<file path="config.mk">
export PLATFORM = sky130hd
export DESIGN_NAME = erx_deser
export DESIGN_NICKNAME = d
export VERILOG_FILES = /design/src/rtl/erx_deser.sv
export SDC_FILE = /design/constraint.sdc
export NUM_CORES = 1
export LEC_CHECK = 0
export CAP_MARGIN = 20
export CORE_MARGIN = 2
export CORE_UTILIZATION = 37
export CTS_CLUSTER_DIAMETER = 120
export CTS_CLUSTER_SIZE = 40
export DETAILED_ROUTE_END_ITERATION = 7
export PLACE_DENSITY = 0.66
export SYNTH_ARGS = -nofsm -noshare
export SYNTH_HDL_FRONTEND = slang
export SYNTH_SLANG_ARGS = --single-unit
</file>
<file path="constraint.sdc">
create_clock -name rx_lclk -period 6.7 [get_ports rx_lclk]
set_clock_uncertainty 0.2 [all_clocks]
set_input_delay 1.005 -clock rx_lclk [delete_from_list [all_inputs] [get_ports rx_lclk]]
set_output_delay 1.005 -clock rx_lclk [all_outputs]
set_load 0.01 [all_outputs]
</file>
<file path="src/rtl/erx_deser.sv">
// eLink receive deserializer: packs 16-bit link beats into 64-bit words,
// repairs a one-byte frame skew and stretches wr/rd wait pushback.
module erx_deser #(
  parameter bit INVERT    = 1'b0,
  parameter int WAIT_HOLD = 4
) (
  input  logic        rx_lclk,
  input  logic        reset,
  input  logic [15:0] rx_data16,
  input  logic [1:0]  rx_frame2,
  output logic [63:0] rx_data_wide,
  output logic [3:0]  rx_frame_wide,
  output logic        rx_valid,
  output logic        rx_align_err,
  input  logic        wr_wait_req,
  input  logic        rd_wait_req,
  output logic        rx_wr_wait,
  output logic        rx_rd_wait
);

  typedef enum logic {IDLE, BURST} state_t;

  localparam logic [3:0] HOLD = 4'(WAIT_HOLD);

  state_t      state;
  logic        offset;
  logic [1:0]  slot;
  logic [15:0] data_q;
  logic [1:0]  frame_q;
  logic [63:0] pack_data;
  logic [3:0]  pack_frame;

  logic [15:0] din;
  logic [1:0]  fin;
  logic        start;
  logic        sel_off;
  logic [15:0] word;
  logic        fbit;
  logic        take;

  assign din = rx_data16 ^ {16{INVERT}};
  assign fin = rx_frame2 ^ {2{INVERT}};

  // The first beat of a burst is packed in the same cycle IDLE sees it.
  always_comb begin
    start   = (state == IDLE) &&
              (frame_q == 2'b11 || frame_q == 2'b01);
    sel_off = (state == IDLE) ? (frame_q == 2'b01) : offset;
    word    = sel_off ? {data_q[7:0], din[15:8]} : data_q;
    fbit    = sel_off ? frame_q[0] : frame_q[1];
    take    = start || (state == BURST && fbit);
  end

  always_ff @(posedge rx_lclk) begin
    if (reset) begin
      state         <= IDLE;
      offset        <= 1'b0;
      slot          <= 2'd0;
      data_q        <= '0;
      frame_q       <= '0;
      pack_data     <= '0;
      pack_frame    <= '0;
      rx_data_wide  <= '0;
      rx_frame_wide <= '0;
      rx_valid      <= 1'b0;
      rx_align_err  <= 1'b0;
    end else begin
      data_q       <= din;
      frame_q      <= fin;
      rx_valid     <= 1'b0;
      rx_align_err <= 1'b0;
      if (take) begin
        if (slot == 2'd3) begin
          rx_data_wide  <= {word, pack_data[47:0]};
          rx_frame_wide <= {pack_frame[3:1], 1'b1};
          rx_valid      <= 1'b1;
          pack_data     <= '0;
          pack_frame    <= '0;
          slot          <= 2'd0;
        end else begin
          pack_data[{slot, 4'b0000} +: 16] <= word;
          pack_frame[2'd3 - slot]          <= 1'b1;
          slot                             <= slot + 2'd1;
        end
      end
      unique case (state)
        IDLE: begin
          if (start) begin
            state  <= BURST;
            offset <= (frame_q == 2'b01);
          end else if (frame_q == 2'b10) begin
            rx_align_err <= 1'b1;
          end
        end
        BURST: begin
          if (!fbit) begin
            state <= IDLE;
            if (slot != 2'd0) begin
              rx_data_wide  <= pack_data;
              rx_frame_wide <= pack_frame;
              rx_valid      <= 1'b1;
            end
            pack_data  <= '0;
            pack_frame <= '0;
            slot       <= 2'd0;
          end
        end
        default: state <= IDLE;
      endcase
    end
  end

  logic [1:0] req;
  logic [3:0] cnt [2];
  logic [1:0] wait_q;

  assign req        = {rd_wait_req, wr_wait_req};
  assign rx_wr_wait = wait_q[0];
  assign rx_rd_wait = wait_q[1];

  // Wait stays up while the request is high and HOLD cycles after it drops.
  always_ff @(posedge rx_lclk) begin
    if (reset) begin
      wait_q <= '0;
      cnt[0] <= '0;
      cnt[1] <= '0;
    end else begin
      for (int i = 0; i < 2; i++) begin
        wait_q[i] <= (req[i] || cnt[i] != 4'd0) ^ INVERT;
        if (req[i])
          cnt[i] <= HOLD;
        else if (cnt[i] != 4'd0)
          cnt[i] <= cnt[i] - 4'd1;
      end
    end
  end

endmodule

</file>
-- Word-level counts from Yosys, hierarchy flattened
Memory sizes are Yosys's and may differ from the RTL's.
Cells that the tools add are included.
- register bits: 162
- RAM bits: 8
- word-level logic and storage cells: 101
- memories: 1
- bits of input ports: 22
- memories (name ; words ; width ; read ports ; clocked after memory_dff ; wr ports ; line ; source):
    cnt ; 2 ; 4 ; 2 ; 0 ; 2 ; 114 ; logic [3:0] cnt [2];
- shift-type cells: 2
- order comparisons: 2
- bitwise gates (word level): 6
- mux-type cells: 57
- $add $sub $neg: 5
- equality and inequality tests: 4
- reduce and logical (&&, ||, !) cells: 12
- operators with widths (kind ; count):
    64-bit 2-to-1 mux ; 9
    64-bit bitwise mux ; 1
    16-bit by 8-bit variable shift with 64-bit output (first input constant) ; 1
    16-bit by 8-bit variable part select with 64-bit output ; 1
    4-bit 2-to-1 mux ; 13
    1-bit 2-to-1 mux ; 27
    16-bit 2-to-1 mux ; 1
    2-bit 2-to-1 mux ; 4
    6-bit negator with 8-bit output ; 1
    4-bit nonzero test ; 2
    4-bit by 1-bit subtractor with 4-bit output (second input constant) ; 2
    2-bit equality test (second input constant) ; 3
    1-bit logical OR ; 4
    1-bit OR ; 4
    4-bit OR ; 1
    1-bit logical AND ; 3
    2-bit by 3-bit less-than comparator with 1-bit output (second input constant) ; 1
    3-bit OR reduction ; 1
    2-bit by 1-bit adder with 2-bit output (second input constant) ; 1
    1-bit demux with 2-bit select ; 1
    2-bit by 1-bit equality test with 1-bit output (second input constant) ; 1
    2-bit by 1-bit greater-or-equal comparator with 1-bit output (second input constant) ; 1
    1-bit one-hot mux with 2 select lines ; 1
    2-bit AND reduction ; 1
    3 further kinds ; 3

-- Logic depth before layout (Yosys ltp)
- word-level depth: 10
- gate-level depth with buffers: 8

-- Worst setup path before layout
No wires, ideal clock.
- path type: register to register
- from: register slot[0]
- to: register pack_data[11]
- period minus slack after synthesis: 2.331 ns
- arrival: 2.060 ns
- cell stages (with the launch flop): 9
- path slack: 4.369 ns
- path buffers: 2
- cell sequence: dfxtp_1 > clkbuf_1 > inv_1 > ha_1 > nor4b_2 > nand2_1 > buf_2 > a211o_1 > a21oi_1
- longest elaborated chain between the ends: 7
- elaborated cells between the ends (all ways): 9
- those cells by class: add/sub (1); eq/ne (1); shift (2); mux (5)
- ends and longest elaborated chain (what ; line ; source):
    start: declaration ; 27 ; logic [1:0] slot;
    start signal: assignment ; 83 ; slot <= slot + 2'd1;
    6-bit negator with 8-bit output ; 81 ; pack_data[{slot, 4'b0000} +: 16] <= word;
    16-bit by 8-bit variable part select with 64-bit output or 16-bit by 8-bit variable shift with 64-bit output (tied branches) ; 81 ;
    64-bit bitwise mux ; 81 ;
    64-bit 2-to-1 mux * ; 73 ; if (slot == 2'd3) begin
    64-bit 2-to-1 mux * ; 72 ; if (take) begin
    64-bit 2-to-1 mux ; 96 ; if (!fbit) begin
    64-bit 2-to-1 mux * ; 86 ; unique case (state)
    end signal: indexed assignment ; 81 ;
    end: declaration ; 30 ; logic [63:0] pack_data;
Mark *: on every way between the ends. The rest lies on a longest branch, timed or not.
A chain may end at the register's enable or synchronous reset.

-- Worst setup path after layout
- from: register slot[0]
- to: register rx_data_wide[0]
- longest elaborated chain between the ends: 6
- elaborated cells between the ends (all ways): 7
- those cells by class: eq/ne (1); mux (5); reduce/logical (1)
- ends and longest elaborated chain (what ; line ; source):
    2-bit equality test ; 73 ;
    64-bit 2-to-1 mux ; 73 ;
    64-bit 2-to-1 mux ; 72 ;
    64-bit 2-to-1 mux ; 98 ; if (slot != 2'd0) begin
    64-bit 2-to-1 mux ; 96 ;
    64-bit 2-to-1 mux * ; 86 ;
    end signal: assignment ; 74 ; rx_data_wide <= {word, pack_data[47:0]};
    end signal: assignment ; 99 ; rx_data_wide <= pack_data;
    end: declaration ; 11 ; output logic [63:0] rx_data_wide,
Marked as above.

==> out/qor.yml <==
final_antenna_net_count: 0
number_of_flops_mapped_to_enable_cells_by_yosys: 8
total_wirelength_microns: 19500
met2WireLength_microns: 8490
rows: 52
first_global_vias: 5443
clk_pin_slew_ps: 60
die_h_microns: 148
detailedRoute.firstPassIterationCount: 5
worst_hold_slack_ps: 266
power.share.sequential_pct: 44.8
crit_path_end_kind: "register"
r2r.worst_path.cells: 6
cts.sink_count: 170
syn2layout_area_growth_pct: 21.3
worst_ep_arrival_time_ps: 3160
holdBufCountCts: 0
min-delay-path-class: "register to register"
crit_path_cell_trace: "ha_1, nand2_1, mux2i_4, nor2b_4, buf_4, mux2i_1"
finalSetupViolCount: 0
syn_area_sq_um: 7660
worst_setup_path_start_kind: "register"
grt_pass1_wl_microns: 30700
grt_start_max_net_pins: 100
fin_setup_tns_ps: 0
finalCoreUtilization_pct: 45.8
synth-seq-area-share_pct: 45.5
finalCriticalPeriod_ps: 3080
cts_max_path_buffers: 2
netlist-cell-type-count: 50
timing_max_transition_violations_final: 0
netlist_instances: 776
layout_setup_ws_ps: 3620
leakagePower_nw: 3.40
post_cts.resized_instances: 0
yosys_register_bits: 170
top_signal_layer_used: "met4"
cp-endpoint: "rx_data_wide[0]$_SDFF_PP0_"
max_clock_freq_mhz: 325
wl_per_cell_microns: 17.6
layout-drive-gt1-share_pct: 8.78
cap_viol_max_count: 0
clock_tree_from_tritoncts: "yes"
post_dp_cell_area_sq_um: 8610
combPwrFrac_pct: 10.4
status: "completed"
layout.filler_cells: 1944
synth_warnings: 0
multi_input_area_sq_um: 3780
port_buffers: 93
place_inst: 1078
grt_usage_pct: 18.2
switching_power_mw: 0.578
drt_iter0_drc: 577
timing.critical_path.fanout_max: 52
reg2reg_to: "rx_data_wide[0]$_SDFF_PP0_"
finalHoldViolations: 0
syn_nets: 806
postSynth.asyncResetShare_pct: 0
critical-path-slowest-cell: "sky130_fd_sc_hd__mux2i_4"
totalPowerFinal_mw: 2.43
vias_per_cell: 5.32
preCtsSetupSlack_ps: 3680
cts.htree.levels: 4
final-seq-area_sq_um: 3480
timing.final.crit_share_pct: 46.0
critPathKind: "register to register"
layout.nets: 861
power_density_nw_per_um2: 261
slew_headroom_pct: 17.6
startpoint: "slot[0]$_SDFF_PP0_"
post_route_cell_area_sq_um: 9300
floorplan.die.width_microns: 148
worst_path_largest_cell_delay_ps: 790
place.detailed.hpwl_microns: 12500
post_cts.repair.setup_buffers: 0
detail_route.drc_violations: 0
core_region_area_sq_um: 20300
grt-ovfl-total: 0
int_pwr_mw: 1.85
cts_inserted_buffers: 17
postSynthAreaPerCell_sq_um: 9.88
clockRootBuffer: "sky130_fd_sc_hd__clkbuf_16"
routedLengthMet1_microns: 9040
tightest_slew_ps: 1220
met3_wirelength_microns: 1270
worstPathRequired_ps: 6780
clock_power_share_pct: 44.8
design.die.area_sq_um: 21900
clkLatencyLatePin_ps: 430
routabilityCongestion: 0.897
timing.rr.start: "slot[0]$_SDFF_PP0_"
num_antenna_cells: 0
swShare_pct: 23.8
max-vdd-ir-drop_mv: 0.196
dominantRegCellSynth: "sky130_fd_sc_hd__dfxtp_1"
io_pins: 94
grt_antenna_before_repair: 0
ff2ff_setup_slack_ps: 3620
detailroute.via_count: 5923
grt_setup_unrepaired: "no"
initial_utilization_pct: 37.8
final-instance-count-excl-fill: 1113
[routing by layer]
metal,track usage (%),vias to the layer above
met5,0,-
met4,8.62,0
li1,-,2879
met3,4.63,47
met2,26.2,204
met1,25.3,2793
[power groups by stage]
stage                     sequential [mW]  combinational (mW)  clock (mW)
after floorplan                      1.10               0.187           0
after global placement               1.11               0.245           0
after detailed placement             1.11               0.247           0
after CTS                            1.08               0.249        1.11
after global routing                 1.09               0.276        1.15
final                                1.09               0.252        1.09
[placed cells by master (no fill, tap or decap), drive strengths merged, types with 9 or more instances in the layout]
master,count
clkdlybuf4s50,92
nor2,17
dfxtp,162
clkbuf,23
a211oi,33
or2,18
a211o,32
nor2b,21
nand3,33
buf,9
a32o,16
mux2i,55
a21oi,42
a21boi,32
inv,11
nand2b,104
o21a,32
o21ai,52
[cells by family (layout without fill, tap and decap cells)]
logic type | after synthesis | in the layout | synth area share (%)
buffers and inverters | 78 | 145 | 5.40
adder cells (fa/ha/maj) | 8 | 8 | 1.31
AND/OR/NAND/NOR | 217 | 217 | 17.6
XOR/XNOR | 3 | 3 | 0.343
AO/OA/AOI/OAI | 243 | 243 | 22.1
multiplexers | 57 | 57 | 7.80
flip-flops | 170 | 170 | 45.5
[worst min-delay path by stage]
stage | slack [ps] | endpoint | start | cells after the start
3_5_place_dp | 250 | rx_data_wide[56]$_SDFF_PP0_ | pack_data[56]$_SDFF_PP0_ | 1
4_1_cts | 270 | rx_data_wide[32]$_SDFF_PP0_ | pack_data[32]$_SDFF_PP0_ | 2
3_3_place_gp | 250 | rx_data_wide[63]$_SDFF_PP0_ | pack_data[63]$_SDFF_PP0_ | 1
2_1_floorplan | 240 | rx_data_wide[48]$_SDFF_PP0_ | pack_data[48]$_SDFF_PP0_ | 1
5_1_grt | 280 | rx_data_wide[21]$_SDFF_PP0_ | pack_data[21]$_SDFF_PP0_ | 2
6_report | 270 | rx_data_wide[32]$_SDFF_PP0_ | pack_data[32]$_SDFF_PP0_ | 2
[synth_stat cells (all sizes together), types with 11 or more instances]
cell type / n / area share, %
dfxtp: 162 / 42
nand2b: 104 / 8.5
mux2i: 55 / 7.5
o21ai: 52 / 3.7
a21oi: 42 / 2.7
clkbuf: 36 / 1.8
a211oi: 33 / 3.2
nand3: 33 / 2.8
a211o: 32 / 3.7
a21boi: 32 / 3.1
o21a: 32 / 3.1
buf: 31 / 3.1
nor2b: 21 / 1.7
or2: 18 / 1.5
nor2: 17 / 0.83
a32o: 16 / 2.1
inv: 11 / 0.54
[flip-flops by register name, summed over array words and instances, names as in the netlist]
register       count
cnt                8
data_q            16
frame_q            2
offset             1
pack_data         64
pack_frame         4
rx_align_err       1
rx_data_wide      64
rx_frame_wide      4
rx_valid           1
slot               2
state              1
wait_q             2
[worst max-delay path: cells and delay by family, from the launching register on]
kind	cells	cell delay, ps
flip-flops	1	570
adder cells (fa/ha/maj)	1	450
AND/OR/NAND/NOR	2	230
multiplexers	2	1010
buffers and inverters	1	370
[area by class of cell]
type,count,share of cell area [%]
clock inverters,10,2.05
clock buffers,21,5.06
multi-input cells,528,40.6
well taps,270,3.63
repair buffers,103,10.7
flip-flops and latches,170,37.5
inverters,11,0.444
Note: power is estimated with default switching activity, not from simulation.
